===== src/rtl/baud_tick_gen_pkg.sv =====
// Shared constants and types for the UART baud-rate generator.
// Reset divisor is fixed point: 5208 / 16 = 325.5 clk per oversample tick.
package baud_tick_gen_pkg;

   localparam int BTG_DEFAULT_DIV = 5208;
   localparam int BTG_MIN_DIV     = 2;
   localparam int BTG_OVERSAMPLE  = 16;

   typedef enum logic {
      ST_IDLE,
      ST_RUN
   } btg_state_t;

endpackage


===== src/rtl/baud_frac_acc.sv =====
// Fractional phase accumulator: adds the divisor fraction once per
// oversample period; the carry stretches the following period by one clk.
module baud_frac_acc #(
   parameter  int FRAC_W = 4,
   localparam int FW     = (FRAC_W > 0) ? FRAC_W : 1
) (
   input  logic          clk,
   input  logic          reset,
   input  logic          i_clr,
   input  logic          i_add,
   input  logic [FW-1:0] i_frac,
   output logic          o_extra
);

   generate
      if (FRAC_W > 0) begin : g_acc
         logic [FW-1:0] r_acc;
         logic          r_extra;
         logic [FW:0]   w_sum;

         assign w_sum = {1'b0, r_acc} + {1'b0, i_frac};

         always_ff @(posedge clk or posedge reset) begin
            if (reset) begin
               r_acc   <= '0;
               r_extra <= 1'b0;
            end else if (i_clr) begin
               r_acc   <= '0;
               r_extra <= 1'b0;
            end else if (i_add) begin
               r_acc   <= w_sum[FW-1:0];
               r_extra <= w_sum[FW];
            end
         end

         assign o_extra = r_extra;
      end else begin : g_none
         logic w_unused;
         assign w_unused = &{1'b0, clk, reset, i_clr, i_add, i_frac};
         assign o_extra  = 1'b0;
      end
   endgenerate

endmodule


===== src/rtl/baud_tick_gen.sv =====
// Programmable baud-rate generator: oversample, mid-bit and baud enable
// ticks from a fixed-point divisor with glitch-free reload and resync.
module baud_tick_gen
   import baud_tick_gen_pkg::*;
#(
   parameter int DIV_W       = 16,
   parameter int FRAC_W      = 4,
   parameter int OVERSAMPLE  = BTG_OVERSAMPLE,
   parameter int DEFAULT_DIV = BTG_DEFAULT_DIV
) (
   input  logic                    clk,
   input  logic                    reset,
   input  logic                    enable,
   input  logic [DIV_W+FRAC_W-1:0] div_value,
   input  logic                    div_load,
   input  logic                    resync,
   output logic                    os_tick,
   output logic                    mid_tick,
   output logic                    baud_tick,
   output logic                    clk_uart,
   output logic                    cfg_err
);

   localparam int W   = DIV_W + FRAC_W;
   localparam int FW  = (FRAC_W > 0) ? FRAC_W : 1;
   localparam int OSW = $clog2(OVERSAMPLE);
   localparam logic [OSW-1:0] OS_MID  = OSW'(OVERSAMPLE / 2 - 1);
   localparam logic [OSW-1:0] OS_LAST = OSW'(OVERSAMPLE - 1);

   btg_state_t       r_state;
   logic [W-1:0]     r_shadow;
   logic [W-1:0]     r_active;
   logic             r_pend;
   logic             r_cfg_err;
   logic [DIV_W:0]   r_cnt;
   logic [OSW-1:0]   r_os_cnt;
   logic             r_os;
   logic             r_mid;
   logic             r_baud;
   logic             r_clk_uart;

   logic [DIV_W-1:0] w_ld_int;
   logic             w_ld_bad;
   logic [W-1:0]     w_ld_val;
   logic [W-1:0]     w_src;
   logic [DIV_W-1:0] w_n;
   logic [FW-1:0]    w_frac;
   logic             w_extra;
   logic [DIV_W:0]   w_last;
   logic             w_hit;
   logic             w_baud_hit;
   logic             w_idle;
   logic             w_apply;

   assign w_ld_int = div_value[W-1:FRAC_W];
   assign w_ld_bad = w_ld_int < DIV_W'(BTG_MIN_DIV);

   always_comb begin
      w_ld_val = div_value;
      if (w_ld_bad)
         w_ld_val[W-1:FRAC_W] = DIV_W'(BTG_MIN_DIV);
   end

   assign w_n    = r_active[W-1:FRAC_W];
   assign w_frac = (FRAC_W > 0) ? r_active[FW-1:0] : '0;

   // Terminal count is N-1, or N when the accumulator carried.
   assign w_last = {1'b0, w_n} - (DIV_W+1)'(1)
                 + {{DIV_W{1'b0}}, w_extra};

   assign w_hit      = enable && !resync && (r_cnt == w_last);
   assign w_baud_hit = w_hit && (r_os_cnt == OS_LAST);
   assign w_idle     = !enable || (r_state == ST_IDLE);

   // A load coinciding with an update point takes effect right away.
   assign w_src   = div_load ? w_ld_val : r_shadow;
   assign w_apply = (div_load || r_pend)
                 && (w_idle || resync || w_baud_hit);

   always_ff @(posedge clk or posedge reset) begin
      if (reset) begin
         r_shadow  <= W'(DEFAULT_DIV);
         r_active  <= W'(DEFAULT_DIV);
         r_pend    <= 1'b0;
         r_cfg_err <= 1'b0;
      end else begin
         if (div_load) begin
            r_shadow  <= w_ld_val;
            r_cfg_err <= w_ld_bad;
         end
         if (w_apply) begin
            r_active <= w_src;
            r_pend   <= 1'b0;
         end else if (div_load) begin
            r_pend <= 1'b1;
         end
      end
   end

   always_ff @(posedge clk or posedge reset) begin
      if (reset) begin
         r_state    <= ST_IDLE;
         r_cnt      <= '0;
         r_os_cnt   <= '0;
         r_os       <= 1'b0;
         r_mid      <= 1'b0;
         r_baud     <= 1'b0;
         r_clk_uart <= 1'b0;
      end else begin
         r_state <= enable ? ST_RUN : ST_IDLE;
         r_os    <= 1'b0;
         r_mid   <= 1'b0;
         r_baud  <= 1'b0;
         if (!enable || resync) begin
            r_cnt      <= '0;
            r_os_cnt   <= '0;
            r_clk_uart <= 1'b0;
         end else if (w_hit) begin
            r_cnt    <= '0;
            r_os     <= 1'b1;
            r_os_cnt <= (r_os_cnt == OS_LAST) ? '0
                      : r_os_cnt + OSW'(1);
            if (r_os_cnt == OS_MID) begin
               r_mid      <= 1'b1;
               r_clk_uart <= 1'b1;
            end
            if (r_os_cnt == OS_LAST) begin
               r_baud     <= 1'b1;
               r_clk_uart <= 1'b0;
            end
         end else begin
            r_cnt <= r_cnt + (DIV_W+1)'(1);
         end
      end
   end

   baud_frac_acc #(
      .FRAC_W (FRAC_W)
   ) u_frac (
      .clk     (clk),
      .reset   (reset),
      .i_clr   (!enable || resync),
      .i_add   (w_hit),
      .i_frac  (w_frac),
      .o_extra (w_extra)
   );

   assign os_tick   = r_os;
   assign mid_tick  = r_mid;
   assign baud_tick = r_baud;
   assign clk_uart  = r_clk_uart;
   assign cfg_err   = r_cfg_err;

endmodule


===== config.mk =====
export PLATFORM = sky130hd
export DESIGN_NAME = baud_tick_gen
export DESIGN_NICKNAME = d
export VERILOG_FILES = /design/src/rtl/baud_tick_gen_pkg.sv /design/src/rtl/baud_frac_acc.sv /design/src/rtl/baud_tick_gen.sv
export SDC_FILE = /design/constraint.sdc
export NUM_CORES = 1
export LEC_CHECK = 0
export ABC_AREA = 0
export BUFFER_PORTS_ARGS = -buffer_cell sky130_fd_sc_hd__buf_4
export CAP_MARGIN = 20
export CORE_MARGIN = 8
export CORE_UTILIZATION = 54
export CTS_BUF_LIST = sky130_fd_sc_hd__clkbuf_16
export DETAILED_ROUTE_END_ITERATION = 8
export MAX_ROUTING_LAYER = met4
export PLACE_DENSITY_LB_ADDON = 0.1
export SLEW_MARGIN = 5
export SYNTH_ARGS = -nofsm -noshare
export SYNTH_HDL_FRONTEND = slang
export SYNTH_SLANG_ARGS = --single-unit

===== constraint.sdc =====
create_clock -name clk -period 3.1 [get_ports clk]
set_input_delay 0.155 -clock clk [delete_from_list [all_inputs] [get_ports clk]]
set_output_delay 0.155 -clock clk [all_outputs]
set_load 0.01 [all_outputs]

Yosys cells after proc, flatten, opt, wreduce, memory -nomap -nowiden --
Index checks and enable logic that the tools add are counted.
Operators by class: add/sub/neg operators 5, $mul 0, div/mod/pow operators 0, order comparisons 1, eq/ne operators 3, shifts and indexed selects 0, multiplexer cells 26, bitwise operators 1, reduce and logical (&&, ||, !) cells 15
Operators with widths (count):
- $mux 17 | 2
- $mux 20 | 1
- $mux 4 | 5
- $add 17x1->17 | 1
- $add 17x1->17 const B | 1
- $eq 17x17->1 | 1
- $mux 1 | 17
- $sub 16x1->17 const B | 1
- $lt 16x2->1 const B | 1
- $mux 16 | 1
- $add 4x4->5 | 1
- $logic_or 1x1->1 | 5
- $add 4x1->4 const B | 1
- $eq 4x3->1 const B | 1
- $eq 4x4->1 const B | 1
- $logic_and 1x1->1 | 4
- $reduce_bool 2->1 | 2
- $reduce_bool 3->1 | 1
- $logic_not 1->1 | 2
- $reduce_and 2->1 | 1
- $not 1->1 | 1
Word-level totals: register bits after elaboration 73, latch bits 0, memory bits (writable) 0, memory bits (read-only) 0, input port bits 25, memories 0

Logic depth before layout (Yosys ltp) --
Gate-level depths: netlist (run 1).
depth in word-level cells 8, mapped depth 13

Cells and area by module --
A second synthesis (run 1) with hierarchy kept.
Unflattened totals: cells, all modules 350, area, all modules 3843.7 sq um
By module, submodules not included:
- baud_tick_gen | instances 1, cells each 316, area each 3493.4 sq um, sequential area each 1714.1 sq um
- baud_frac_acc | instances 1, cells each 34, area each 350.3 sq um, sequential area each 125.1 sq um

Worst setup path before layout (run 1) --
OpenSTA, ideal clock, no wires.
path kind reg-to-reg, from register r_active[4], to register r_active[11], setup time 125 ps, arrival time 3178 ps, required time 2975 ps, slack -202 ps, cell stages (with the launch flop) 13, buffers on the path 2, clock period less this slack 3302 ps, path through dfstp_2 inv_1 ha_1 ha_1 and3b_1 buf_4 a211oi_1 a31oi_1 or3_1 or4_4 a31oi_4 buf_6 mux2_2
Between the ends: longest elaborated chain between the ends 7
RTL lines:
- from (decl) | RTL line baud_tick_gen.sv:32 | logic [W-1:0] r_active;
- from (signal assigned) | RTL line baud_tick_gen.sv:83 | r_active <= W'(DEFAULT_DIV);
- from (signal assigned) | RTL line baud_tick_gen.sv:92 | r_active <= w_src;
- $sub 16x1->17 | RTL line baud_tick_gen.sv:68 | assign w_last = {1'b0, w_n} - (DIV_W+1)'(1)
- $add 17x1->17 | RTL line baud_tick_gen.sv:69 | + {{DIV_W{1'b0}}, w_extra};
- $eq 17x17->1 | RTL line baud_tick_gen.sv:71 | assign w_hit = enable && !resync && (r_cnt == w_last);
- $logic_and 1x1->1 | RTL line baud_tick_gen.sv:71
- $logic_and 1x1->1 | RTL line baud_tick_gen.sv:72 | assign w_baud_hit = w_hit && (r_os_cnt == OS_LAST);
- $logic_or 1x1->1 | RTL line baud_tick_gen.sv:78 | && (w_idle || resync || w_baud_hit);
- $logic_and 1x1->1 | RTL line baud_tick_gen.sv:78
Every way passes these cells. A chain may end at the register's enable or synchronous reset.

Worst setup path in the final report (run 1) --
from register r_active[4], to register r_active[5]
The elaborated chain is that of the path after synthesis.

==> results of run 1 <==
[cell usage after synthesis, drive strengths merged]
cell     n  area share (%)
nor2b    2            0.33
or3      5            0.84
nand2b   2            0.33
or4      3            0.70
nand4    6             1.0
buf     11             2.3
or4b     1            0.27
and3     8             1.4
nor3b    2            0.40
dfrtp   63              42
a21oi    9             1.2
nor4    10             2.1
mux2    35              11
dfstp   10             7.0
a22o     5             1.2
inv     11             1.1
mux2i    8             2.1
xor2     8             1.9
fa       1            0.54
a41o     1            0.30
a31oi    3            0.90
a211oi   4            0.80
nand3    8             1.1
clkbuf   3            0.30
nor3     3            0.40
and2     4            0.67
o21ai    8             1.1
o211ai   1            0.20
nor4b    1            0.23
a41oi    1            0.23
nor2    43             4.3
nand2   10             1.0
o21a     1            0.20
o22ai    1            0.17
xnor2   28             6.6
a21o     3            0.60
nand3b   1            0.20
and3b    1            0.23
a21boi   2            0.40
ha       8             2.7
[metal layers]
| layer | GRT usage [%] | part of all wire (%) |
|---|---|---|
| met1 | 19.8 | 46 |
| met2 | 26.9 | 50 |
| met3 | 3.56 | 2.3 |
| met4 | 8.50 | 2.0 |
| met5 | - | 0 |
[area by class of cell]
cell class,instances,area [µm²],area share [%]
Clock buffer,9,225,4.94
Clock inverter,7,40.0,0.877
Inverter,11,41.3,0.905
Multi-Input combinational cell,237,1850,40.6
Sequential cell,73,1840,40.3
Tap cell,80,100,2.19
Timing Repair Buffer,55,463,10.1
[kinds of logic (layout without fill, tap and decap cells)]
kind of cell / count (synthesis) / in the layout
AO/OA/AOI/OAI: 39 / 39
XOR/XNOR: 36 / 36
adder cells (fa/ha/maj): 9 / 9
AND/OR/NAND/NOR: 110 / 110
multiplexers: 43 / 43
flip-flops: 73 / 73
buffers and inverters: 25 / 82
[final timing paths]
kind                               from           end  slack, ps  depth (start not counted)
max                         r_active[4]   r_active[5]       -160                         11
min                        div_value[3]   r_shadow[3]         70                          2
max reg2reg                 r_active[4]   r_active[5]       -160                         11
min reg2reg                 r_shadow[2]   r_shadow[2]        490                          1
max in group asynchronous         reset   r_active[4]       2210                          4
min in group asynchronous         reset  r_shadow[17]        330                          3
[sequential cells by signal (all words and copies together), names as in the netlist]
| signal | count |
|---|---|
| r_pend | 1 |
| os_tick | 1 |
| mid_tick | 1 |
| r_state | 1 |
| clk_uart | 1 |
| r_shadow | 20 |
| u_frac.g_acc.r_acc | 4 |
| r_cnt | 17 |
| cfg_err | 1 |
| r_active | 20 |
| u_frac.o_extra | 1 |
| baud_tick | 1 |
| r_os_cnt | 4 |
[worst max-delay path, cell delays in order, from the launching register on]
cell     delay, ps
dfstp_2        530
inv_2           40
ha_4           160
ha_4           220
xnor2_2        130
nor4_2         300
nand4_1        140
or3_1          320
or4_4          560
a31oi_4        180
buf_12         190
mux2_2         350
[repair_timing]
item                                   CTS  global route
pin swaps                                4             4
setup endpoints to repair               22            31
setup buffers                            3             1
gates resized for setup                  9            12
endpoints found under the hold margin    1             9
hold buffers                             1             1
[placed cells by master, fill, tap and decap left out, drive strengths merged, types with 2 or more instances in the layout]
cell,synthesis,layout
a211oi,4,4
a21boi,2,2
a21o,3,3
a21oi,9,9
a22o,5,5
a31oi,3,3
and2,4,4
and3,8,8
buf,11,53
clkbuf,3,9
clkinv,0,3
clkinvlp,0,2
dfrtp,63,63
dfstp,10,10
dlygate4sd3,0,2
ha,8,8
inv,11,13
mux2,35,35
mux2i,8,8
nand2,10,10
nand2b,2,2
nand3,8,8
nand4,6,6
nor2,43,43
nor2b,2,2
nor3,3,3
nor3b,2,2
nor4,10,10
o21ai,8,8
or3,5,5
or4,3,3
xnor2,28,28
xor2,8,8
[through the flow]
stage	hold slack (ps)	worst slack (ps)	cells	util [%]	power, mW
after global routing	68.0	-257	472	67.5	2.61
after floorplan	186	2.38	335	-	1.42
after global placement	285	-131	449	61.3	1.53
after detailed placement	286	-146	449	61.3	1.54
after CTS	63.1	-135	469	66.3	2.48
final	69.6	-164	472	67.5	2.48
[power breakdown]
| group | internal [mW] | switching (mW) | total (mW) |
|---|---|---|---|
| sequential | 1.05 | 0.0736 | 1.12 |
| clock | 0.532 | 0.386 | 0.918 |
| combinational | 0.241 | 0.204 | 0.445 |
| total | 1.82 | 0.664 | 2.48 |
==> impl_metrics.py, run 1 <==
metrics = {
    "global_route": {
        "antenna_found_initial": 0,
        "first_global_vias": 2799,
        "grt_util_all_layers_pct": 16.9,
        "grt_pass1_wl_mm": 13.0,
        "grt_overflow": 0,
        "grt_start_max_net_pins": 52,
    },
    "timing": {
        "finalCritPeriodShare_pct": 105,
        "setup_viol": 20,
        "tns_ps": -2830,
        "finClkSkew_ps": 5.28,
        "slew_headroom_pct": 61.6,
        "rsz0062_at_grt": "true",
        "hold_viol": 0,
        "maxSlewViolCount": 0,
        "max_clock_freq_ghz": 0.306,
        "final.min_clock_period_ps": 3260,
        "fin_ws_ps": -164,
        "worst_pin_slew_ps": 576,
    },
    "worst_setup_path": {
        "worstSetupEndpointType": "flip-flop",
        "crit_fanout": 20,
        "crit_arrival_ps": 3480,
        "crit_type": "reg -> reg",
        "worstPathRequired_ps": 3310,
        "cp-start-kind": "flip-flop",
    },
    "floorplanning": {
        "rows": 30,
        "die_h_um": 99.2,
        "dieArea_um2": 9840,
        "pin_count": 30,
        "initial_core_util_pct": 55.3,
        "coreArea_um2": 6760,
        "fp.dieW_um": 99.2,
    },
    "layout": {
        "fill_cells": 534,
        "final_nets": 421,
        "design_area_um2": 4560,
        "diodes": 0,
        "drive_above_1_share_pct": 33.9,
        "syn2layout_area_growth_pct": 22.1,
    },
    "logic_synthesis": {
        "seq_area_frac_synth_pct": 49.2,
        "syn_area_per_cell_um2": 11.2,
        "synth_cell_types": 48,
        "synth_nets": 369,
        "synthMuxAreaShare_pct": 12.7,
        "synth-compound-area-share_pct": 7.26,
        "syn_inst": 335,
        "synth-simple-area-share_pct": 15.5,
        "synth_top_family_by_area": "simple AND/OR/NAND/NOR gates",
        "yosysWarnings": 0,
        "synthAdderAreaFrac_pct": 3.21,
        "ys_ff_latch": 73,
        "synthXorXnorAreaFrac_pct": 8.43,
        "syn-cell-area_um2": 3740,
    },
    "clock_network": {
        "clk_latency_ps": 330,
        "cts_tree": "yes",
        "clock-root-buffer": "clkbuf_16",
        "cts_made_buffers": 9,
        "cts_sinks": 73,
        "cts.clk_slew.worst_paths_ps": 60,
        "htreeDepth": 3,
        "clk_path_buf_depth": 2,
    },
    "drt": {
        "vias": 2602,
        "drc_errors": 0,
        "antenna_left": 0,
        "wl_per_cell_um": 16.0,
        "routed_wirelength_mm": 7.56,
        "drtPass1Iterations": 4,
        "via_per_inst": 5.51,
        "drt_first_iter_violations": 84,
    },
    "pwr": {
        "p_leak_nw": 1.95,
        "ir_drop_mv": 0.358,
        "p_per_area_nw_per_um2": 544,
    },
    "placement": {
        "placed_area_um2": 4140,
        "gp_congestion": 0.880,
        "port_buffers": 29,
        "hpwl_mm": 5.25,
    },
    "min_path": {
        "hold_class": "in -> reg",
    },
    "flow_run": {
        "drv_cap": 0,
    },
    "outcome": {
        "violations": "setup timing",
        "status": "complete, but fails checks",
    },
}
Power figures use the tool's default switching activity.
==> inputs of run 2 (changes only) <==
Settings changed: SYNTH_HIERARCHICAL set to 1.
==> run 2 against run 1 <==
Effect of this change: the run still ends with setup timing left; power increased by 6.8%; sequential share of layout area shrank 3.9 points; cell area rose by 11%; sequential cell count did not move; critical path type unchanged; highest routed layer unchanged.
==> impl_metrics.py, run 2 <==
metrics = {
    "global_route": {
        "antenna_found_initial": 0,
        "grt_pass1_wl_mm": 14.5,
        "first_global_vias": 3025,
        "grt_util_all_layers_pct": 18.9,
        "grt_overflow": 0,
        "grt_start_max_net_pins": 69,
    },
    "worst_setup_path": {
        "critPathMaxStageDelay_ps": 430,
        "worst-r2r-cell-count": 13,
        "crit_arrival_ps": 3380,
        "r2r-end": "u_frac/g_acc.r_acc[3]",
        "crit_path_end": "u_frac/g_acc.r_acc[3]",
        "cpMaxStageDelayCell": "or4_4",
        "path_cells": "inv_2 > ha_4 > ha_4 > or3b_4 > or4_4 > nand3_2 > nand3_2 > or3_4 > nand2b_4 > nor2_4 > buf_6 > nor3b_2 > a311o_1",
        "critical_path_buf_inv_count": 2,
        "rr_startpoint": "u_frac/o_extra",
        "worstPathRequired_ps": 3310,
        "critPathLaunch": "u_frac/o_extra",
        "crit_fanout": 5,
        "worstSetupEndpointType": "flip-flop",
        "cp-start-kind": "flip-flop",
        "crit_type": "reg -> reg",
        "cpLargestDelayFamily": "simple AND/OR/NAND/NOR gates",
        "r2r_setup_slack_ps": -60,
        "worstSetupPathDepth": 13,
    },
    "timing": {
        "finClkSkew_ps": 4.77,
        "setup_viol": 24,
        "tns_ps": -600,
        "slew_headroom_pct": 62.1,
        "maxSlewViolCount": 0,
        "final.min_clock_period_ps": 3160,
        "fin_ws_ps": -61.3,
        "worst_pin_slew_ps": 561,
        "finalCritPeriodShare_pct": 102,
        "rsz0062_at_grt": "true",
        "hold_viol": 0,
        "max_clock_freq_ghz": 0.316,
    },
    "outcome": {
        "status": "complete, but fails checks",
        "violations": "setup timing",
    },
    "logic_synthesis": {
        "synth.most_common_cell": "dfrtp_1",
        "synth_nets": 384,
        "syn_area_per_cell_um2": 11.0,
        "synthTopCellsByCount": "dfrtp_1 (63), nor2_1 (34), xnor2_1 (21)",
        "async_reset_ff_share_pct": 100,
        "ys_ff_latch": 73,
        "synth_cell_types": 63,
        "seq_area_frac_synth_pct": 47.9,
        "syn-cell-area_um2": 3840,
        "syn_inst": 350,
        "netlist.area_leader.share_pct": 41.0,
        "ys_top_cells_by_area": "dfrtp_1 (41%), dfstp_2 (6.8%), mux2_1 (5.9%)",
        "synth_edf_count": 0,
        "yosysTopAreaCell": "dfrtp_1",
        "yosysWarnings": 6,
        "ys.flop_type": "dfrtp_1",
    },
    "clock_network": {
        "cts_tree": "yes",
        "cts_sinks": 73,
        "clk_path_buf_depth": 2,
        "cts_made_buffers": 9,
        "clock-root-buffer": "clkbuf_16",
        "htreeDepth": 3,
        "cts.clk_slew.worst_paths_ps": 60,
        "clk_latency_ps": 330,
    },
    "drt": {
        "via_per_inst": 5.75,
        "vias": 2971,
        "antenna_left": 0,
        "drt_first_iter_violations": 158,
        "drtPass1Iterations": 4,
        "wl_per_cell_um": 17.7,
        "drc_errors": 0,
        "routed_wirelength_mm": 9.14,
    },
    "min_path": {
        "hold_class": "in -> reg",
    },
    "placement": {
        "gp_congestion": 0.865,
        "place_inst": 487,
        "dp_worst_setup_slack_ps": -246,
        "hpwl_mm": 5.98,
        "port_buffers": 29,
    },
    "pwr": {
        "p_per_area_nw_per_um2": 524,
        "ir_drop_mv": 0.302,
        "p_leak_nw": 2.10,
    },
    "layout": {
        "diodes": 0,
        "syn2layout_area_growth_pct": 31.6,
        "final_common_cell": "dfrtp_1",
        "regArea_um2": 1840,
        "multi_input_area_um2": 2100,
        "final_nets": 450,
        "fill_cells": 480,
        "reg_top3": "r_active (20), r_shadow (20), r_cnt (17)",
        "finalNonFillerCells": 517,
        "final_cell_mix": "dfrtp_1 (63), buf_4 (56), nor2_1 (32)",
        "drive_above_1_share_pct": 38.2,
    },
    "floorplanning": {
        "initial_core_util_pct": 56.3,
        "rows": 30,
        "pin_count": 30,
        "fp.dieW_um": 100,
        "dieArea_um2": 10100,
        "die_h_um": 100,
        "coreArea_um2": 6830,
    },
    "flow_run": {
        "drv_cap": 0,
    },
}
[run 2: cell types whose count changed after synthesis, sizes merged, moves of 5 or more]
cell,change
nor2,-9
nand3,+7
xnor2,-7
clkbuf,+5
mux2i,-5
xor2,+5
[run 2: cell type report]
| class | count | share of cell area (%) |
|---|---|---|
| clock buffers | 9 | 4.45 |
| well taps | 96 | 2.37 |
| flip-flops and latches | 73 | 36.4 |
| repair buffers | 70 | 12.4 |
| clock inverters | 7 | 1.51 |
| multi-input cells | 245 | 41.5 |
| inverters | 17 | 1.36 |
[run 2: metrics by stage]
stage	area (µm²)	power, mW	hold slack (ps)	utilization, %
2_1_floorplan	3930	1.38	-66.5	-
3_3_place_gp	4410	1.52	84.7	64.6
3_5_place_dp	4410	1.53	88.7	64.6
4_1_cts	4820	2.60	69.3	70.5
5_1_grt	5060	2.76	69.7	74.0
6_report	5060	2.65	73.1	74.0
[run 2: what timing repair did]
action | 4_1_cts | 5_1_grt
gates cloned | 0 | 3
pin swaps | 13 | 8
resized for setup | 13 | 33
hold buffers | 2 | 0
setup endpoints to repair | 28 | 47
setup buffers | 5 | 5
hold endpoints to repair | 64 | 0
[run 2: worst reg2reg max path, stage by stage (launching register included)]
cell and delay [ps]:
dfrtp_1 400, inv_2 80, ha_4 150, ha_4 160, or3b_4 420, or4_4 430
nand3_2 100, nand3_2 70, or3_4 420, nand2b_4 170, nor2_4 150, buf_6 130
nor3b_2 40, a311o_1 320
[run 2: per-layer routing]
layer | part of all wire, % | global-route usage (%)
met1 | 43 | 21.4
met2 | 51 | 31.7
met3 | 3.6 | 3.67
met4 | 2.1 | 8.60
met5 | 0 | -
[run 2: worst min path at each step]
stage | endpoint | from | cells after the start
4_1_cts | r_shadow[1] | div_value[1] | 2
6_report | r_shadow[14] | div_value[14] | 2
5_1_grt | r_shadow[1] | div_value[1] | 2
3_3_place_gp | u_frac/g_acc.r_acc[0] | reset | 2
2_1_floorplan | u_frac/g_acc.r_acc[0] | reset | 1
3_5_place_dp | u_frac/g_acc.r_acc[2] | reset | 2
[run 2: logic make-up (layout without fill, tap and decap cells)]
logic type               Yosys count  in the layout  synth area share (%)
AND/OR/NAND/NOR                  121            121                  17.6
flip-flops                        73             73                  47.9
AO/OA/AOI/OAI                     42             42                  8.17
multiplexers                      38             38                  11.0
XOR/XNOR                          35             35                  8.33
buffers and inverters             32            103                  3.87
adder cells (fa/ha/maj)            9              9                  3.13
[run 2: power by group]
part           total (mW)  internal [mW]  switching [mW]
sequential           1.11           1.04          0.0697
clock                1.05          0.629           0.424
combinational       0.490          0.258           0.232
total                2.65           1.93           0.726
==> inputs of run 3 (changes only) <==
Settings changed: RECOVER_POWER set to 50.
==> run 3 against run 2 <==
Effect of this change: the run ends with capacitance limit, slew limit, setup timing left; worst hold slack worse by 0.62 ps; critical path type unchanged; utilization is 0.27 points lower; global-route usage did not move.
==> impl_metrics.py, run 3 (same netlist as run 2, synthesis figures left out) <==
metrics = {
    "outcome": {
        "status": "complete, but fails checks",
        "violations": "capacitance limit, slew limit, setup timing",
    },
    "timing": {
        "worst_pin_slew_ps": 1630,
        "slew_headroom_pct": -8.65,
        "setup_viol": 16,
        "max_clock_freq_ghz": 0.317,
        "finClkSkew_ps": 4.75,
        "maxSlewViolCount": 69,
        "fin_ws_ps": -57.5,
        "rsz0062_at_grt": "true",
        "hold_viol": 0,
        "finalCritPeriodShare_pct": 102,
        "final.min_clock_period_ps": 3160,
    },
    "clock_network": {
        "cts.clk_slew.worst_paths_ps": 60,
        "clock-root-buffer": "clkbuf_16",
        "clk_latency_ps": 330,
        "clk_path_buf_depth": 2,
        "cts_sinks": 73,
        "cts_tree": "yes",
        "htreeDepth": 3,
        "cts_made_buffers": 9,
    },
    "drt": {
        "antenna_left": 0,
        "via_per_inst": 5.74,
        "drtPass1Iterations": 4,
        "wl_per_cell_um": 17.6,
        "routed_wirelength_mm": 9.12,
        "drt_first_iter_violations": 159,
        "drc_errors": 0,
        "vias": 2968,
    },
    "global_route": {
        "grt_overflow": 0,
        "grt_pass1_wl_mm": 14.5,
        "grt_start_max_net_pins": 69,
        "grt_util_all_layers_pct": 18.9,
        "antenna_found_initial": 0,
        "first_global_vias": 3025,
    },
    "placement": {
        "gp_congestion": 0.865,
        "hpwl_mm": 5.98,
        "placed_area_um2": 4410,
        "port_buffers": 29,
        "dp_worst_setup_slack_ps": -246,
    },
    "layout": {
        "drive_above_1_share_pct": 37.1,
        "design_area_um2": 5040,
        "final_cell_mix": "dfrtp_1 (63), buf_4 (54), nor2_1 (32)",
        "syn2layout_area_growth_pct": 31.1,
        "diodes": 0,
        "final_common_cell": "dfrtp_1",
        "final_nets": 450,
        "finish.utilization_pct": 73.8,
        "reg_top3": "r_active (20), r_shadow (20), r_cnt (17)",
    },
    "worst_setup_path": {
        "crit_fanout": 7,
        "worstSetupEndpointType": "flip-flop",
        "rr_startpoint": "u_frac/o_extra",
        "cpMaxStageDelayCell": "or4_1",
        "worstPathRequired_ps": 3360,
        "path_cells": "inv_2 > ha_4 > ha_4 > or3b_4 > or4_4 > nand3_2 > nand3_2 > or3_4 > buf_6 > or4_1 > a21oi_2",
        "cp-start-kind": "flip-flop",
        "crit_type": "reg -> reg",
        "critPathMaxStageDelay_ps": 550,
        "crit_arrival_ps": 3420,
        "r2r-end": "r_os_cnt[0]",
        "r2r_setup_slack_ps": -60,
        "worst-r2r-cell-count": 11,
    },
    "min_path": {
        "min_path_cells": 2,
        "hp-start": "div_value[14]",
        "hold_end": "r_shadow[14]",
        "hold_class": "in -> reg",
    },
    "floorplanning": {
        "coreArea_um2": 6830,
        "pin_count": 30,
        "rows": 30,
        "fp.dieW_um": 100,
        "initial_core_util_pct": 56.3,
        "dieArea_um2": 10100,
        "die_h_um": 100,
    },
    "pwr": {
        "p_per_area_nw_per_um2": 525,
        "ir_drop_mv": 0.299,
        "p_leak_nw": 2.09,
    },
    "flow_run": {
        "drv_cap": 1,
    },
}
[run 3: cell types whose count changed in the layout (fill, tap and decap cells not counted)]
cell / change
buf_4: -2
mux2_2: -3
buf_1: +1
buf_12: -1
clkbuf_2: +1
clkbuf_4: +1
mux2_1: +3
clkinv_1: +1
inv_2: -1
[run 3: area by class of cell]
class / instances / area [µm²]
sequential: 73 / 1840
tap: 96 / 120
clock buffer: 9 / 225
timing repair buffer: 70 / 611
inverter: 17 / 68.8
clock inverter: 7 / 76.3
fill: 484 / 1790
multi-input combinational: 245 / 2100
[run 3: worst max-delay path, delay by kind of cell (launching register included)]
kind	cells	cell delay, ps
DFF	1	400
and+or+nand+nor	6	1990
AOI/OAI and AO/OA	1	160
adders and majority gates	2	300
buffers and inverters	2	230
[run 3: metrics by stage]
stage               setup TNS (ps)  hold WS, ps  std cells  total power [mW]
floorplan                    -1470        -66.5        350              1.38
global placement             -1240         84.7        487              1.52
detailed placement           -3440         88.7        487              1.53
CTS                              0         69.3        510              2.60
global route                 -4460         69.7        517              2.76
finish                        -426         72.5        517              2.65
[run 3: where the power goes]
group,internal (mW),leakage (nW),switching (mW),total [mW]
logic,0.254,1.03,0.232,0.486
registers,1.04,0.914,0.0697,1.11
clock network,0.629,0.144,0.423,1.05
total,1.92,2.09,0.724,2.65
[run 3: layer usage]
layer	GRT usage [%]	vias to the layer above	share of wire (%)
met4	8.60	0	2.1
li1	-	1387	-
met2	31.7	64	52
met1	21.4	1499	42
met3	3.67	18	3.7
met5	-	-	0
[run 3: what timing repair did]
action / in CTS / in global routing
setup buffers: 5 / 5
setup endpoints to repair: 28 / 47
hold endpoints to repair: 64 / 0
pin swaps: 13 / 8
gates resized for setup: 13 / 33
hold buffers: 2 / 0
cloned: 0 / 3
[run 3: worst max path at each step]
stage,from,endpoint,slack (ps),cells past startpoint
5_1_grt,u_frac/o_extra,r_os_cnt[0],-190,12
2_1_floorplan,u_frac/o_extra,u_frac/g_acc.r_acc[3],-130,15
3_5_place_dp,u_frac/o_extra,u_frac/g_acc.r_acc[3],-250,12
3_3_place_gp,u_frac/o_extra,u_frac/g_acc.r_acc[3],-100,12
4_1_cts,u_frac/o_extra,u_frac/g_acc.r_acc[3],4,12
6_report,u_frac/o_extra,r_os_cnt[0],-60,11
